## src/rtl/uart_rx_cfg.sv

```systemverilog
`default_nettype none
// ============================================================================
//  Module      : uart_rx_cfg
//  Description : Configurable UART receiver (5..9 data bits, none/odd/even
//                parity, 1 or 2 stop bits) with 3-point majority sampling,
//                parity/framing error flags and break detection.
//  Revision    : 1.0 - initial release
// ============================================================================
module uart_rx_cfg #(
    parameter int CLKS_PER_BIT = 87,
    parameter int DATA_BITS    = 8,
    parameter int PARITY       = 0,
    parameter int STOP_BITS    = 1,
    parameter int SYNC_STAGES  = 2
) (
    input  logic                 clk,
    input  logic                 reset,
    input  logic                 rx_serial,
    output logic                 rx_dv,
    output logic [DATA_BITS-1:0] rx_byte,
    output logic                 parity_err,
    output logic                 frame_err,
    output logic                 break_det,
    output logic                 busy
);

    localparam int c_half  = CLKS_PER_BIT / 2;
    localparam int c_cnt_w = $clog2(CLKS_PER_BIT);

    localparam logic [c_cnt_w-1:0] c_samp_lo  = c_cnt_w'(c_half - 1);
    localparam logic [c_cnt_w-1:0] c_samp_mid = c_cnt_w'(c_half);
    localparam logic [c_cnt_w-1:0] c_decide   = c_cnt_w'(c_half + 1);
    localparam logic [c_cnt_w-1:0] c_last_cnt = c_cnt_w'(CLKS_PER_BIT - 1);
    localparam logic [3:0]         c_last_dat = 4'(DATA_BITS - 1);
    localparam logic [3:0]         c_last_stp = 4'(STOP_BITS - 1);
    localparam logic               c_par_en   = (PARITY != 0);
    localparam logic               c_par_odd  = (PARITY == 1);

    typedef enum logic [2:0] {
        S_IDLE       = 3'd0,
        S_START      = 3'd1,
        S_DATA       = 3'd2,
        S_PARITY     = 3'd3,
        S_STOP       = 3'd4,
        S_BREAK_WAIT = 3'd5
    } state_t;

    state_t                 r_state;
    state_t                 w_state_nxt;
    logic [SYNC_STAGES-1:0] r_sync;
    logic                   w_rxs;
    logic [c_cnt_w-1:0]     r_clk_cnt;
    logic [3:0]             r_bit_idx;
    logic                   r_s_lo;
    logic                   r_s_mid;
    logic                   w_maj;
    logic                   w_decide;
    logic                   w_bit_end;
    logic [DATA_BITS-1:0]   r_shift;
    logic                   r_perr;
    logic                   r_ferr;
    logic                   r_zero;
    logic                   w_par_exp;
    logic                   w_emit;
    logic                   w_brk;
    logic                   r_dv;
    logic [DATA_BITS-1:0]   r_byte;
    logic                   r_parity_err;
    logic                   r_frame_err;
    logic                   r_break_det;

    // Bring the asynchronous pin into the clock domain; idle level is 1.
    always_ff @(posedge clk or posedge reset) begin
        if (reset) begin
            r_sync <= '1;
        end else begin
            r_sync <= {r_sync[SYNC_STAGES-2:0], rx_serial};
        end
    end

    assign w_rxs     = r_sync[SYNC_STAGES-1];
    // Third sample is the live value at the decision point.
    assign w_maj     = (r_s_lo & r_s_mid) | (r_s_lo & w_rxs) | (r_s_mid & w_rxs);
    assign w_decide  = (r_clk_cnt == c_decide);
    assign w_bit_end = (r_clk_cnt == c_last_cnt);
    assign w_par_exp = c_par_odd ? ~(^r_shift) : (^r_shift);

    // State register.
    always_ff @(posedge clk or posedge reset) begin
        if (reset) begin
            r_state <= S_IDLE;
        end else begin
            r_state <= w_state_nxt;
        end
    end

    // Next-state logic plus the end-of-frame strobe and break qualifier.
    always_comb begin
        w_state_nxt = r_state;
        w_emit      = 1'b0;
        w_brk       = 1'b0;
        case (r_state)
            S_IDLE: begin
                if (!w_rxs) begin
                    w_state_nxt = S_START;
                end
            end
            S_START: begin
                if (w_decide && w_maj) begin
                    w_state_nxt = S_IDLE;
                end else if (w_bit_end) begin
                    w_state_nxt = S_DATA;
                end
            end
            S_DATA: begin
                if (w_bit_end && (r_bit_idx == c_last_dat)) begin
                    w_state_nxt = c_par_en ? S_PARITY : S_STOP;
                end
            end
            S_PARITY: begin
                if (w_bit_end) begin
                    w_state_nxt = S_STOP;
                end
            end
            S_STOP: begin
                // Return early at the last stop decision so a following
                // start edge can be caught without losing half a bit.
                if (w_decide && (r_bit_idx == c_last_stp)) begin
                    w_emit      = 1'b1;
                    w_brk       = r_zero & ~w_maj;
                    w_state_nxt = w_brk ? S_BREAK_WAIT : S_IDLE;
                end
            end
            S_BREAK_WAIT: begin
                if (w_rxs && w_bit_end) begin
                    w_state_nxt = S_IDLE;
                end
            end
            default: begin
                w_state_nxt = S_IDLE;
            end
        endcase
    end

    // Bit timing: in-bit clock counter, bit index and the two early samples.
    // In BREAK_WAIT the counter instead counts consecutive idle-high clocks.
    always_ff @(posedge clk or posedge reset) begin
        if (reset) begin
            r_clk_cnt <= '0;
            r_bit_idx <= '0;
            r_s_lo    <= 1'b1;
            r_s_mid   <= 1'b1;
        end else begin
            if ((r_state == S_IDLE) || (w_state_nxt == S_IDLE)) begin
                r_clk_cnt <= '0;
            end else if (r_state == S_BREAK_WAIT) begin
                r_clk_cnt <= w_rxs ? (r_clk_cnt + c_cnt_w'(1)) : '0;
            end else if (w_state_nxt == S_BREAK_WAIT) begin
                r_clk_cnt <= '0;
            end else if (w_bit_end) begin
                r_clk_cnt <= '0;
            end else begin
                r_clk_cnt <= r_clk_cnt + c_cnt_w'(1);
            end

            if (r_state != w_state_nxt) begin
                r_bit_idx <= '0;
            end else if (w_bit_end && ((r_state == S_DATA) || (r_state == S_STOP))) begin
                r_bit_idx <= r_bit_idx + 4'd1;
            end

            if (r_clk_cnt == c_samp_lo) begin
                r_s_lo <= w_rxs;
            end
            if (r_clk_cnt == c_samp_mid) begin
                r_s_mid <= w_rxs;
            end
        end
    end

    // Frame accumulation: data shift register and per-frame error tracking.
    always_ff @(posedge clk or posedge reset) begin
        if (reset) begin
            r_shift <= '0;
            r_perr  <= 1'b0;
            r_ferr  <= 1'b0;
            r_zero  <= 1'b1;
        end else if (r_state == S_IDLE) begin
            r_perr <= 1'b0;
            r_ferr <= 1'b0;
            r_zero <= 1'b1;
        end else if (w_decide) begin
            case (r_state)
                S_DATA: begin
                    r_shift <= {w_maj, r_shift[DATA_BITS-1:1]};
                    r_zero  <= r_zero & ~w_maj;
                end
                S_PARITY: begin
                    r_perr <= (w_maj != w_par_exp);
                    r_zero <= r_zero & ~w_maj;
                end
                S_STOP: begin
                    r_ferr <= r_ferr | ~w_maj;
                    r_zero <= r_zero & ~w_maj;
                end
                default: begin
                end
            endcase
        end
    end

    // Output registers: only change in the frame-complete cycle.
    always_ff @(posedge clk or posedge reset) begin
        if (reset) begin
            r_dv         <= 1'b0;
            r_byte       <= '0;
            r_parity_err <= 1'b0;
            r_frame_err  <= 1'b0;
            r_break_det  <= 1'b0;
        end else begin
            r_dv        <= w_emit;
            r_break_det <= w_emit & w_brk;
            if (w_emit) begin
                r_byte       <= w_brk ? '0 : r_shift;
                r_parity_err <= r_perr;
                r_frame_err  <= r_ferr | ~w_maj;
            end
        end
    end

    assign rx_dv      = r_dv;
    assign rx_byte    = r_byte;
    assign parity_err = r_parity_err;
    assign frame_err  = r_frame_err;
    assign break_det  = r_break_det;
    assign busy       = (r_state != S_IDLE);

endmodule
`default_nettype wire

```

## config.mk

```make
export PLATFORM = sky130hd
export DESIGN_NAME = uart_rx_cfg
export DESIGN_NICKNAME = d
export VERILOG_FILES = /design/src/rtl/uart_rx_cfg.sv
export SDC_FILE = /design/constraint.sdc
export NUM_CORES = 1
export LEC_CHECK = 0
export BUFFER_PORTS_ARGS = -buffer_cell sky130_fd_sc_hd__buf_2
export CORE_ASPECT_RATIO = 1.25
export CORE_MARGIN = 2
export CORE_UTILIZATION = 59
export CTS_CLUSTER_SIZE = 8
export DETAILED_ROUTE_END_ITERATION = 10
export GPL_TIMING_DRIVEN = 0
export PLACE_DENSITY = 0.78
export SLEW_MARGIN = 25
export SYNTH_ARGS = -nofsm -noshare
export SYNTH_HDL_FRONTEND = slang
export SYNTH_SLANG_ARGS = --single-unit
export TNS_END_PERCENT = 30
```

## constraint.sdc

```tcl
create_clock -name clk -period 2.5 [get_ports clk]
set_clock_uncertainty 0.15 [all_clocks]
set_input_delay 0.125 -clock clk [delete_from_list [all_inputs] [get_ports clk]]
set_output_delay 0.125 -clock clk [all_outputs]
set_load 0.05 [all_outputs]
```

== Word level (Yosys, flattened, before mapping) ==
Index checks and enable logic that the tools add are counted.
Word-level totals
  register bits after elaboration: 41
  bits of input ports: 3
Operators by class
  add/subtract/negate cells: 2
  equal/unequal tests: 13
  muxes and demuxes: 30
  bitwise logic cells: 10
  reductions and logical operators: 22
Operators with widths (number)
  $mux W7: 5
  $mux W3: 8
  $eq A7 B6 Y1 const B: 3
  $pmux W3 S6: 1
  $mux W1: 13
  $reduce_bool A2 Y1: 5
  $eq A3 B3 Y1 const B: 3
  $mux W4: 2
  $mux W8: 1
  $reduce_xor A8 Y1: 1
  $add A7 B1 Y7 const B: 1
  $eq A7 B7 Y1 const B: 1
  $eq A3 B2 Y1 const B: 2
  $logic_not A3 Y1: 2
  $reduce_and A2 Y1: 3
  $and A1 B1 Y1: 5
  $logic_and A1 B1 Y1: 5
  $add A4 B1 Y4 const B: 1
  $eq A4 B3 Y1 const B: 1
  $logic_not A4 Y1: 1
  $eq A3 B1 Y1 const B: 1
  $ne A3 B3 Y1: 1
  $or A1 B1 Y1: 3
  $reduce_and A3 Y1: 1
  other kinds (5): 7

== Logic depth before layout (Yosys ltp) ==
Gate-level depths: netlist of the first run.
  word-level depth: 12
  mapped depth: 7
  mapped depth without buffers: 7

== Worst setup path before layout of the first run ==
No wires, ideal clock.
  kind: register -> register
  start: register r_bit_idx[0]
  end: register r_clk_cnt[2]
  setup time: 135 ps
  arrival: 1774 ps
  path slack: 440 ps
  stages on the path, launching flop included: 8
  buffers on the path: 0
  period minus slack after synthesis: 2060 ps
  cells stage by stage: dfrtp_1 > inv_1 > ha_1 > or3b_1 > nor4_4 > a2111oi_2 > nor2_4 > nor3_1
On the way
  cells in the longest elaborated chain, start to end: 8
  elaborated cells on any way between the ends: 13
RTL lines
  start, declared: RTL line 53  | logic [3:0] r_bit_idx;
  start signal, assigned: RTL line 169  | r_bit_idx <= r_bit_idx + 4'd1;
  $eq A4 B3 Y1 or $logic_not A4 Y1 (tied branches): RTL line 116, 128
  $logic_and A1 B1 Y1 (on tied branches): RTL line 116, 128
  $mux W3 (on tied branches): RTL line 116, 128
  $pmux W3 S6 (*): RTL line 102  | case (r_state)
  $eq A3 B3 Y1: RTL line 158  | end else if (w_state_nxt == S_BREAK_WAIT) begin
  $mux W7: RTL line 158
  $mux W7: RTL line 156  | end else if (r_state == S_BREAK_WAIT) begin
  $mux W7 (*): RTL line 154  | if ((r_state == S_IDLE) || (w_state_nxt == S_IDLE)) begin
  end signal, assigned: RTL line 157  | r_clk_cnt <= w_rxs ? (r_clk_cnt + c_cnt_w'(1)) : '0;
  end signal, assigned: RTL line 163  | r_clk_cnt <= r_clk_cnt + c_cnt_w'(1);
  end, declared: RTL line 52  | logic [c_cnt_w-1:0] r_clk_cnt;
Mark *: on every way between the ends. The rest lies on a longest branch, timed or not.
A chain may end at the register's enable or synchronous reset.

== Worst setup path after layout of the first run ==
  start: register r_bit_idx[0]
  end: register r_clk_cnt[5]
Same word-level chain as after synthesis.

==> results.md, run 1 <==
- Status: finished with violations
- Failing checks: DRC
- R2r startpoint: r_bit_idx[0]
- Seq cells post-synth: 41
- Max Slew Vio Count: 0
- Mapped Cells: 215
- Net Count, Synth: 223
- Worst stage delay on the critical path: 430 ps
- Ys flop type: dfrtp_1
- Syn-to-layout area delta: 11.6%
- Via/cell ratio: 5.75
- Crit path max fanout: 7
- Final GP Congestion: 0.910
- Largest area contributor in the synthesized netlist: dfrtp_1
- CP Class: flip-flop to flip-flop
- Clk Latency, worst-skew pair: 300 ps
- Post-DP Area: 2370 sq um
- # port buffers: 15
- Post-synthesis async set-or-reset flop share: 1.00
- Hold Fails Final Rpt: 0
- CTS tree: built
- Worst-path clk slew: 70 ps
- Number of synthesized flops with an enable pin: 0
- Register area share after synthesis: 0.465
- Worst hold path depth: 0
- DRT antenna net count: 0
- Final setup fails: 0
- Residual DRC count: 4
- Antenna violations before repair: 0
- Least-Margin Pin Slew: 469 ps
- Full die area: 4270 sq um
- Die W: 58.9 um
- CTS Root Cell: clkbuf_8
- Largest net degree at the start of global routing: 24
- WP data required: 2510 ps
- Synth Area per Inst: 10.3 sq um
- Routed length per instance: 14.7 um
- Fin cells: 280
- Ports: 16
- GRT Util Overall: 0.227
- Placed Cells: 270
- WHS Endpoint: r_sync[1]
- CTS Buf Count: 5
- Critical Path AT: 2280 ps
- Tcrit/Tclk final: 0.908
- FF-to-FF End: r_clk_cnt[5]
- Final worst path period need: 2270 ps
- Core Box Area: 3540 sq um
- Buffer depth of the longest clock path: 2
- Cell variety after synth: 52
- Drt first pass iters: 7
- PD cells: 501 nW/um^2
- Max cap viols: 0
- Reg2Reg Setup Slack: 230 ps
- Crit path buf inv count: 1
- Share of the synthesized area in the top cell type: 0.406
- Vias in the first global route: 1639
- Share of layout cells above drive strength 1: 0.224
- Clk sinks: 41
- 1st-iter DRT viols: 79
- Critical hold path startpoint: r_sync[0]
- Worst slew margin: 0.686
- Crit end category: flip-flop
- Slowest library cell on the worst path: or3b_1
- Synth top area cells: dfrtp_1 41%, dfstp_2 5.9%, nand2_1 5.4%
- Critical path cell sequence: inv_1 > ha_1 > or3b_1 > nor4_4 > a2111oi_2 > nor2_4 > nor3_1
- Height of the die: 72.6 um
- DP Wirelength: 3160 um
- Routed vias: 1611
- Cell count of the worst reg-to-reg path: 7
- Lkg Pwr: 1.18 nW
- Setup_tns: 0 ps
- DRT Wirelength: 4120 um
- Peak supply drop: 0.000428 V
- First-pass GRT wire length: 7380 um
- Warnings, synthesis: 0
- FP Rows: 24
- Setup ws final: 230 ps
- H-tree levels: 2
- RSZ-0062 raised after global routing: no
- Mapped cell area: 2220 sq um
- Hold WC Path Type: flip-flop to flip-flop
- CP top delay family: simple AND/OR/NAND/NOR gates
- Total gr overflow: 0
- # diodes: 0
- Nets: 248
- Starting density of the core: 0.626
- Design area: 2480 sq um
- CP Launch Type: flip-flop
- Final Power: 1.24 mW
- DP Worst Slack: 200 ps
- Max Freq: 441 MHz
[metal layers]
metal | global-route usage | vias up | routed length, um
li1 | - | 807 | -
met1 | 0.277 | 770 | 1760
met2 | 0.404 | 29 | 2180
met3 | 0.0372 | 5 | 105
met4 | 0.0732 | 0 | 65
met5 | 0 | - | 0
[worst max-delay path by stage]
stage | startpoint | to | cells past startpoint | slack, ps
floorplan | r_bit_idx[0] | r_clk_cnt[2] | 7 | 440
global placement | r_bit_idx[0] | r_clk_cnt[5] | 7 | 220
detailed placement | r_bit_idx[0] | r_clk_cnt[6] | 7 | 200
CTS | r_bit_idx[0] | r_clk_cnt[6] | 7 | 190
global route | r_bit_idx[0] | r_clk_cnt[6] | 7 | 20
finish | r_bit_idx[0] | r_clk_cnt[5] | 7 | 230
[timing repair]
action	in CTS	in global routing
resized for setup	0	0
hold endpoints to repair	15	0
buffers inserted	0	0
hold buffers	2	0
[cell families (layout without fill, tap and decap cells)]
group,Yosys count,after routing,synth area share
AND/OR/NAND/NOR,97,97,0.251
buffers and inverters,16,42,0.0304
XOR/XNOR,16,16,0.0631
flip-flops,41,41,0.465
multiplexers,9,9,0.0451
adder cells (fa/ha/maj),6,6,0.0333
AO/OA/AOI/OAI,30,30,0.112
[area by class of cell]
cell class,instances,area [sq um]
sequential,41,1030
clock buffer,5,68.8
tap,39,48.8
buffer,7,33.8
inverter,9,33.8
fill,280,1070
clock inverter,3,17.5
multi-input combinational,158,1120
timing repair buffer,18,123
[flip-flops by register name (all words and copies together) (netlist names)]
register / count
parity_err: 1
frame_err: 1
r_zero: 1
r_ferr: 1
rx_dv: 1
r_sync: 2
r_clk_cnt: 7
break_det: 1
r_state: 3
r_shift: 8
r_bit_idx: 4
r_perr: 1
r_s_mid: 1
rx_byte: 8
r_s_lo: 1
[synthesized netlist by cell type, drive strengths merged, types with 2 or more instances]
| cell type | count |
|---|---|
| dfrtp | 36 |
| nand2 | 32 |
| nor2 | 15 |
| nand3 | 14 |
| xnor2 | 11 |
| inv | 9 |
| nor3 | 9 |
| mux2 | 8 |
| o21ai | 7 |
| dfstp | 5 |
| ha | 5 |
| xor2 | 5 |
| buf | 4 |
| nor2b | 4 |
| clkbuf | 3 |
| a21oi | 2 |
| a31oi | 2 |
| and3 | 2 |
| nand2b | 2 |
| nand3b | 2 |
| nand4 | 2 |
| nor3b | 2 |
| nor4 | 2 |
| o2111a | 2 |
| o21a | 2 |
| o22ai | 2 |
| o31ai | 2 |
| or2 | 2 |
| or3b | 2 |
[power breakdown]
group / switching (mW) / leakage [nW] / internal, mW
registers: 0.0132 / 0.549 / 0.679
logic: 0.0864 / 0.591 / 0.0464
clock network: 0.223 / 0.0439 / 0.192
total: 0.323 / 1.18 / 0.918
[placed cells by master (no fill, tap or decap), types with 7 or more instances in the layout]
cell / count
buf_2: 18
xnor2_1: 11
nand2_1: 32
nand3_1: 14
inv_1: 8
nor3_1: 9
dfrtp_1: 36
nor2_1: 14
mux2_2: 8
o21ai_0: 7
[metrics by stage]
| step | util | hold WS (ps) |
|---|---|---|
| after floorplan | - | -20.5 |
| after global placement | 0.661 | 80.5 |
| after detailed placement | 0.669 | -2.66 |
| after CTS | 0.699 | 210 |
| after global routing | 0.699 | 217 |
| final | 0.699 | 208 |
Power figures use the tool's default switching activity.
==> inputs of run 2 (changes only) <==
--- a/config.mk
+++ b/config.mk
@@ -8,11 +8,11 @@
 export BUFFER_PORTS_ARGS = -buffer_cell sky130_fd_sc_hd__buf_2
 export CORE_ASPECT_RATIO = 1.25
 export CORE_MARGIN = 2
-export CORE_UTILIZATION = 59
+export CORE_UTILIZATION = 55
 export CTS_CLUSTER_SIZE = 8
 export DETAILED_ROUTE_END_ITERATION = 10
 export GPL_TIMING_DRIVEN = 0
-export PLACE_DENSITY = 0.78
+export PLACE_DENSITY = 0.74
 export SLEW_MARGIN = 25
 export SYNTH_ARGS = -nofsm -noshare
 export SYNTH_HDL_FRONTEND = slang
==> run 2 against run 1 <==
Against the previous run: the run now ends clean; highest routed layer unchanged; sequential share of layout area is 0.19 points lower; maximum frequency fell by 0.80%; total power up 0.16%; critical path type unchanged.
==> results.md, run 2 (synthesis gave the netlist of run 1 again) <==
- Fin cells: 295 (+5.4%)
- GRT Util Overall: 0.215 (-0.0125)
- Antenna violations before repair: 0 (unchanged)
- 1st-iter DRT viols: 91 (+15%)
- Cell count of the worst reg-to-reg path: 7 (unchanged)
- Worst-path clk slew: 80 ps (about the same)
- Hold WS: 188 ps (-20.8 ps)
- Status: complete, no violations
- Vias in the first global route: 1553 (-5.2%)
- # port buffers: 15 (unchanged)
- Hold WC Path Type: input port to async pin
- Global route hottest layer: met2
- Least-Margin Pin Slew: 482 ps (+13.6 ps)
- Residual DRC count: 0 (-4)
- Postcts setup bufs: 0 (unchanged)
- Share of layout cells above drive strength 1: 0.224 (unchanged)
- CP Class: flip-flop to flip-flop
- Met1 usage: 0.257 (-0.0208)
- Final core utilization: 0.652 (-0.0470)
- # diodes: 0 (unchanged)
- Height of the die: 75.0 um (+3.4%)
- Hold Fails Final Rpt: 0 (unchanged)
- Max Freq: 437 MHz (-0.80%)
- DP Wirelength: 3210 um (+1.7%)
- Setup_tns: 0 ps (unchanged)
- DRT Wirelength: 4270 um (+3.8%)
- FF/Latch Area: 1030 sq um (unchanged)
- Largest net degree at the start of global routing: 28 (+17%)
- Critical Path AT: 2310 ps (+30 ps)
- Placed Cells: 285 (+5.6%)
- Most frequent cells in the layout: 36 x dfrtp_1, 32 x nand2_1, 18 x buf_2, 14 x nor2_1, 14 x nand3_1
- Clk Latency, worst-skew pair: 300 ps (about the same)
- End of the critical path: r_clk_cnt[6]
- PD cells: 500 nW/um^2 (-0.29%)
- Via/cell ratio: 5.46 (-5.1%)
- Ports: 16 (unchanged)
- CP Launch Type: flip-flop
- CTS Root Cell: clkbuf_8
- Syn-to-layout area delta: 12.1%
- Leading cell type in the layout, fill and taps excluded: dfrtp_1
- CP startpoint: r_bit_idx[0]
- Global Route met3 Usage: 0.0481 (+0.0109)
- RSZ-0062 raised after global routing: no
- Met2 Usage GRT: 0.362 (-0.0417)
- Worst slew margin: 0.676 (-0.0103)
- Buffer depth of the longest clock path: 2 (unchanged)
- R2r startpoint: r_bit_idx[0]
- H-tree levels: 2 (unchanged)
- Final setup fails: 0 (unchanged)
- Drt first pass iters: 5 (-2)
- Crit path max fanout: 7 (unchanged)
- Routed length per instance: 14.5 um (-1.4%)
- CTS Buf Count: 5 (unchanged)
- Crit end category: flip-flop
- DRT antenna net count: 0 (unchanged)
- WP data required: 2520 ps (about the same)
- Core Box Area: 3820 sq um (+7.7%)
- Full die area: 4560 sq um (+6.8%)
- Tcrit/Tclk final: 0.915 (+0.00730)
- Die W: 60.8 um (+3.3%)
- Peak supply drop: 0.000346 V (-19%)
- Starting density of the core: 0.582 (-0.0448)
- Lkg Pwr: 1.18 nW (-0.28%)
- Nets: 248 (unchanged)
- Routed vias: 1611 (unchanged)
- Final worst path period need: 2290 ps (+18.3 ps)
- CTS tree: built
- Clk sinks: 41 (unchanged)
- Max cap viols: 0 (unchanged)
- First-pass GRT wire length: 7160 um (-3.0%)
- Max Slew Vio Count: 0 (unchanged)
- FF-to-FF End: r_clk_cnt[6]
- Multi-input gate area: 1120 sq um (unchanged)
- Total gr overflow: 0 (unchanged)
- FP Rows: 25 (+4.2%)
- Fillers: 332 (+19%)
- Final GP Congestion: 0.919 (+0.94%)
- Reg2Reg Setup Slack: 210 ps (-20 ps)
- CTS resizes: 0 (unchanged)
run 2: final cells by class:
cell class,count,share of cell area
sequential,41,0.415
buffer,7,0.0136
inverter,9,0.0136
multi-input combinational,158,0.450
tap,54,0.0271
timing repair buffer,18,0.0463
clock inverter,3,0.00704
clock buffer,5,0.0277
run 2: report_power, final:
group,switching [mW],internal (mW)
combinational,0.0857,0.0451
sequential,0.0135,0.679
clock,0.227,0.192
total,0.327,0.917
run 2: worst min-delay path by stage:
stage / slack, ps / cells past startpoint / endpoint
floorplan: -20 / 0 / r_sync[0]
CTS: 190 / 3 / r_bit_idx[3]
global placement: 80 / 1 / r_sync[0]
detailed placement: -40 / 2 / break_det
global route: 210 / 3 / r_bit_idx[3]
finish: 190 / 3 / break_det
run 2: what timing repair did:
| action | in CTS | in global routing |
|---|---|---|
| hold endpoints to repair | 37 | 0 |
| setup endpoints to repair | 0 | 0 |
| hold buffers | 2 | 0 |
run 2: metal layers:
metal  routed length (um)  up-vias
met2                 2200       40
met3                  165       11
met1                 1800      753
met5                    0        -
met4                  112        0
li1                     -      807
run 2: worst max-delay path, stage by stage (launching register included):
cell       delay [ps]
dfrtp_1           420
inv_1              70
ha_1              180
or3b_1            410
nor4_4            460
a2111oi_2         170
nor2_4            230
nor3_1             80
run 2: metrics by stage:
step	power (mW)	setup WS (ps)	instance area, sq um
floorplan	0.800	440	2220
global placement	0.829	232	2360
detailed placement	0.834	205	2380
CTS	1.26	188	2490
global route	1.31	58.0	2490
finish	1.24	212	2490
